<file path="src/rtl/rr_mux_arbiter.sv">
// N-channel registered mux with round-robin or fixed-priority arbitration.
// A single output register carries the winning word and its channel index under valid/ready flow control.
module rr_mux_arbiter #(
    parameter int WIDTH = 32,
    parameter int N     = 4,
    parameter int MODE  = 0,
    localparam int SELW = $clog2(N)
) (
    input  logic                 clk,
    input  logic                 rst,
    input  logic [N-1:0]         in_valid,
    input  logic [N*WIDTH-1:0]   in_data,
    output logic [N-1:0]         in_ready,
    output logic                 out_valid,
    output logic [WIDTH-1:0]     out_data,
    output logic [SELW-1:0]      out_sel,
    input  logic                 out_ready
);

    localparam logic [SELW-1:0] LAST = SELW'(N - 1);

    logic [N-1:0]     grant;
    logic [SELW-1:0]  grant_idx;
    logic [WIDTH-1:0] grant_data;
    logic             any_req;
    logic             load;
    logic [SELW-1:0]  ptr;
    logic [SELW-1:0]  ptr_next;

    // Search starts at ptr in round-robin mode and at 0 in fixed-priority mode.
    // The search index wraps at N so a non-power-of-two N never produces an out-of-range channel.
    always_comb begin : arbitrate
        int idx;
        grant      = '0;
        grant_idx  = '0;
        grant_data = '0;
        any_req    = 1'b0;
        idx        = 0;
        for (int k = 0; k < N; k++) begin
            idx = (MODE == 0) ? int'(ptr) + k : k;
            if (idx >= N) begin
                idx = idx - N;
            end
            if (!any_req && in_valid[idx]) begin
                any_req    = 1'b1;
                grant[idx] = 1'b1;
                grant_idx  = SELW'(idx);
                grant_data = in_data[idx*WIDTH +: WIDTH];
            end
        end
    end

    assign ptr_next = (grant_idx == LAST) ? '0 : grant_idx + 1'b1;
    assign load     = !out_valid || out_ready;
    assign in_ready = (load && !rst) ? grant : '0;

    always_ff @(posedge clk) begin
        if (rst) begin
            out_valid <= 1'b0;
            out_data  <= '0;
            out_sel   <= '0;
            ptr       <= '0;
        end else if (load) begin
            if (any_req) begin
                out_valid <= 1'b1;
                out_data  <= grant_data;
                out_sel   <= grant_idx;
                if (MODE == 0) begin
                    ptr <= ptr_next;
                end
            end else begin
                out_valid <= 1'b0;
            end
        end
    end

endmodule

</file>
<file path="config.mk">
export PLATFORM = sky130hd
export DESIGN_NAME = rr_mux_arbiter
export DESIGN_NICKNAME = d
export VERILOG_FILES = /design/src/rtl/rr_mux_arbiter.sv
export SDC_FILE = /design/constraint.sdc
export NUM_CORES = 1
export LEC_CHECK = 0
export ABC_AREA = 0
export BUFFER_PORTS_ARGS = -buffer_cell sky130_fd_sc_hd__buf_2
export CAP_MARGIN = 20
export CORE_MARGIN = 1
export CORE_UTILIZATION = 54
export DETAILED_ROUTE_END_ITERATION = 8
export PLACE_DENSITY = 0.83
export SYNTH_ARGS = -nofsm -noshare
export SYNTH_HDL_FRONTEND = slang
export SYNTH_SLANG_ARGS = --single-unit
</file>
<file path="constraint.sdc">
create_clock -name clk -period 5 [get_ports clk]
set_input_delay 1 -clock clk [delete_from_list [all_inputs] [get_ports clk]]
set_output_delay 1 -clock clk [all_outputs]
set_load 0.02 [all_outputs]
</file>
After elaboration in Yosys (flattened, before gate mapping)
Index checks and enable logic that the tools add are counted.
{"block": "op_classes", "n_mux": 43, "n_eq_ne": 1, "bitwise": 3, "magnitude_cmp": 12, "n_addsub": 8, "shift": 4, "n_reduce_logical": 15}
{"op": "128-bit by 32-bit variable part select with 32-bit output", "count": 4}
{"op": "32-bit 2-to-1 mux", "count": 8}
{"op": "32-bit by 1-bit >= comparator with 1-bit output (second input constant)", "count": 4}
{"op": "32-bit by 4-bit less-than comparator with 1-bit output (second input constant)", "count": 4}
{"op": "4-bit 2-to-1 mux", "count": 5}
{"op": "1-bit 2-to-1 mux", "count": 17}
{"op": "4-bit bitwise OR", "count": 3}
{"op": "3-bit by 3-bit subtractor with 4-bit output (second input constant)", "count": 3}
{"op": "2-bit 2-to-1 mux", "count": 5}
{"op": "3-bit >= comparator (second input constant)", "count": 3}
{"op": "1-bit binary-select mux with 2-bit select", "count": 4}
{"op": "1-bit demux with 2-bit select", "count": 4}
{"op": "1-bit logical AND", "count": 8}
{"op": "2-bit by 2-bit adder with 3-bit output (second input constant)", "count": 2}
{"op": "1-bit logical NOT", "count": 5}
{"op": "2-bit by 3-bit subtractor with 4-bit output (second input constant)", "count": 1}
{"op": "2-bit by 1-bit adder with 3-bit output (second input constant)", "count": 1}
{"op": "2-bit by 3-bit >= comparator with 1-bit output (second input constant)", "count": 1}
{"op": "2-bit by 1-bit adder with 2-bit output (second input constant)", "count": 1}
{"op": "2-bit equality test (second input constant)", "count": 1}
{"op": "2-bit AND reduction", "count": 1}
{"op": "1-bit logical OR", "count": 1}
{"block": "totals", "inputBits": 135, "reg_bits": 37, "output_inout_bits": 39}

Depth between registers and ports, before layout
{"block": "depth", "ltp_word": 17, "mapped_depth": 14, "depth_no_buf": 8}

Least setup slack after synthesis
Ideal clock, no wire load.
{"block": "synth_path", "kind": "register to output", "from": "reg (tool-made name)", "to": "out in_ready[1]", "t_arrival_ns": 3.077, "slack_ns": 0.923, "path_stages_with_launch": 14, "n_path_buf": 6, "path_cell_list": "dfxtp_1 > buf_2 > buf_4 > buf_2 > inv_1 > ha_1 > buf_2 > mux4_2 > buf_2 > nor2_1 > and2_1 > clkbuf_1 > nand2_1 > a21oi_1"}
{"element": "to (decl)", "line": "13", "source": "output logic [N-1:0] in_ready,"}

==> summary.txt <==
Worst setup path
  – Startpoint class of the critical path: register
  – R2R cell count: 7
  – Worst Path Class, Setup: reg2out
  – Worst path bufs/invs: 2
  – WP data required: 4.00 ns
  – CP endpoint kind: output port
  – Critical Path, Cell by Cell: buf_4 > mux4_2 > and2b_1 > a22oi_1 > nor2_1 > a221oi_1 > nor2_1 > buf_2
  – Crit-path max FO: 36
  – Slowest CP cell: mux4_2
  – Critical path's top delay family: buffers and inverters
  – Reg2reg end: out_data[9]
  – Reg2reg setup slack: roughly 1.3 ns
  – Crit path top cell by count: nor2_1
  – Crit path largest cell delay: ~0.66 ns
  – Worst Path Arrival: 3.20 ns

CTS
  – Post-CTS setup buffer count: 0
  – Worst skew pair latency: 0.29 ns
  – Worst-path clk slew: ~0.08 ns
  – Sink Count: 37
  – CTS root buffer: clkbuf_8
  – Num CTS Buffers: 5
  – Hold buffer count at cts: 0
  – CTS max path bufs: 2
  – Htree depth: 2
  – CTS tree: done
  – Post_cts resized: 0

Global routing
  – Largest net degree at the start of global routing: 66
  – First-pass GRT wire length: 29.0 mm
  – Initial antenna violation count: 0
  – Gr usage total: between 30% and 40%
  – Gr ovfl total: 0
  – Vias in the first global route: ~6000

Final layout
  – Most frequent cells in the layout: buf_2, mux4_2, mux2i_1
  – Area growth syn-to-layout: 17.6%
  – Layout cells sized above 1: 44.6%
  – Final Instance Area: about 0.0068 mm^2
  – Most common cell after layout, fill and taps aside: buf_2
  – Final net count: a little over 800
  – Post-route insts no fill: just over 800
  – Antenna fix cells: 0

Hold path
  – Beginning of the worst hold path: out_data[14]
  – Hold Path End: out_data[14]
  – Hold WC Path Type: reg2reg
  – Worst hold path depth: 2

Status
  – Status: completed

Placed design
  – Cells after DPL: 816
  – Port bufs: ~170
  – DP Wirelength: roughly 13 mm
  – GPL Wtd Cong: about 0.85
  – Place WS: about 1.2 ns
  – Placed Area: about 0.0067 mm^2

Routing
  – Vias per cell: slightly above 7
  – Remaining antenna violation count: 0
  – Wl on met1: slightly below 7 mm
  – DRT iter0 DRCs: 456
  – Drt drc: 0
  – Met2 WL: 8.92 mm
  – Wire per inst: between 20 and 25 um
  – Top layer in use: met4
  – DR pass1 iterations: 5
  – Drt total wl: around 18 mm
  – Met3 wire len: roughly 1.9 mm
  – Via count: just under 6000

Yosys
  – Post-synth EDFFs: 0
  – Synthesized area per cell: about 10 um^2
  – Yosys cell types: 47
  – Largest area contributor in the synthesized netlist: mux4_2
  – Mapped Area: 0.00577 mm^2
  – Ys async rst share: 0%
  – Seq/Total Area, Yosys: approximately an eighth
  – Synth warnings: 0
  – Post-synth top area share: around 38%
  – Syn nets: 700
  – FF+latch count, synth: 37
  – Top_reg_cell synth: dfxtp_1
  – Cells after synthesis: approximately 560
  – Area contributors post-synth: mux4_2, dfxtp_1, mux2i_1

Power and ir drop
  – Pwr Total: between 4000 and 5000 uW
  – Peak VDD IR: 0.397 mV
  – Pwr Density: a little over 600 mW/mm^2
  – P_leak: around 0.0026 uW

STA
  – Period utilization: between 80 and 90%
  – Final setup vio count: 0
  – Final Worst Setup Slack: around 0.8 ns
  – Tightest Pin Transition: 1.07 ns
  – RSZ-0062 raised after global routing: no
  – Max Freq: around 240 MHz
  – Clk_skew: ~0.0019 ns
  – Relative slew slack: about 29%
  – Final hold violations: 0
  – Slew Limit Fails: 0
  – Setup TNS: 0 ns
  – Crit path time final: approximately 4.2 ns

Floorplanning
  – Die X: 105 um
  – Core Region: a little over 0.01 mm^2
  – Core Rows: 37
  – Boundary pin count: roughly 170
  – Initial Util: 55.9%
  – Chip height: 105 um
  – Die area: between 0.01 and 0.015 mm^2

Job
  – Max cap viols: 0
==> sequential cells by signal (all words and copies together) (netlist names), named ones only <==
signal     flops
out_data      32
out_sel        2
out_valid      1
ptr            1
==> cell type report <==
class,count,area (um^2)
tap,136,170
multi-input combinational,451,4740
sequential,37,746
clock buffer,7,96.3
clock inverter,1,5.00
timing repair buffer,189,1010
inverter,3,11.3
fill,859,3540
==> power breakdown <==
group	total [uW]	switching, uW	internal (uW)
sequential	585	134	451
clock	246	121	125
combinational	3270	1710	1560
total	4100	1960	2140
==> layer usage <==
| metal | global-route usage [%] | vias up |
|---|---|---|
| li1 | - | 2586 |
| met1 | 41.7 | 2898 |
| met2 | 54.5 | 389 |
| met3 | 6.49 | 59 |
| met4 | 12.9 | 0 |
| met5 | 0 | - |
==> worst max path at each step <==
stage | start | depth (start not counted) | slack [ns] | to
2_1_floorplan | register | 13 | 0.92 | in_ready[1]
3_3_place_gp | in_valid[2] | 7 | 1.31 | in_ready[1]
3_5_place_dp | register | 8 | 1.17 | in_ready[0]
4_1_cts | register | 8 | 0.84 | in_ready[0]
5_1_grt | register | 8 | 0.63 | in_ready[0]
6_report | register | 8 | 0.80 | in_ready[0]
==> cells in the mapped netlist (4+ instances only) <==
library cell  number
a211o_1           25
a21oi_1           24
a221o_1            4
a22oi_1            6
a32o_1            25
and2_1             4
buf_1              9
buf_2             19
clkbuf_1          35
dfxtp_1           37
ha_1               7
mux2i_1           69
mux4_2            97
nand2_1           61
nand3_1            4
nor2_1            21
o21ai_0           36
o221ai_1          26
o22ai_1            7
==> worst min-delay path: stages, from the launching register on <==
cell and delay [ns]:
dfxtp_1 0.33, nand2_1 0.05, o41ai_1 0.06
==> stage by stage <==
| stage | hold slack, ns | util [%] |
|---|---|---|
| 2_1_floorplan | 0.523 | - |
| 3_3_place_gp | 0.442 | 64.7 |
| 3_5_place_dp | 0.450 | 64.7 |
| 4_1_cts | 0.468 | 65.7 |
| 5_1_grt | 0.483 | 65.7 |
| 6_report | 0.463 | 65.7 |
==> logic make-up (layout without fill, tap and decap cells) <==
| family | after synthesis | in the layout | synth area share [%] |
|---|---|---|---|
| compound gates | 165 | 165 | 21.3 |
| xor+xnor | 1 | 1 | 0.152 |
| fa+ha+maj | 7 | 7 | 1.52 |
| buf+inv | 70 | 200 | 5.25 |
| flops | 37 | 37 | 12.8 |
| mux | 168 | 168 | 50.2 |
| simple gates | 110 | 110 | 8.64 |
Power figures use the tool's default switching activity.
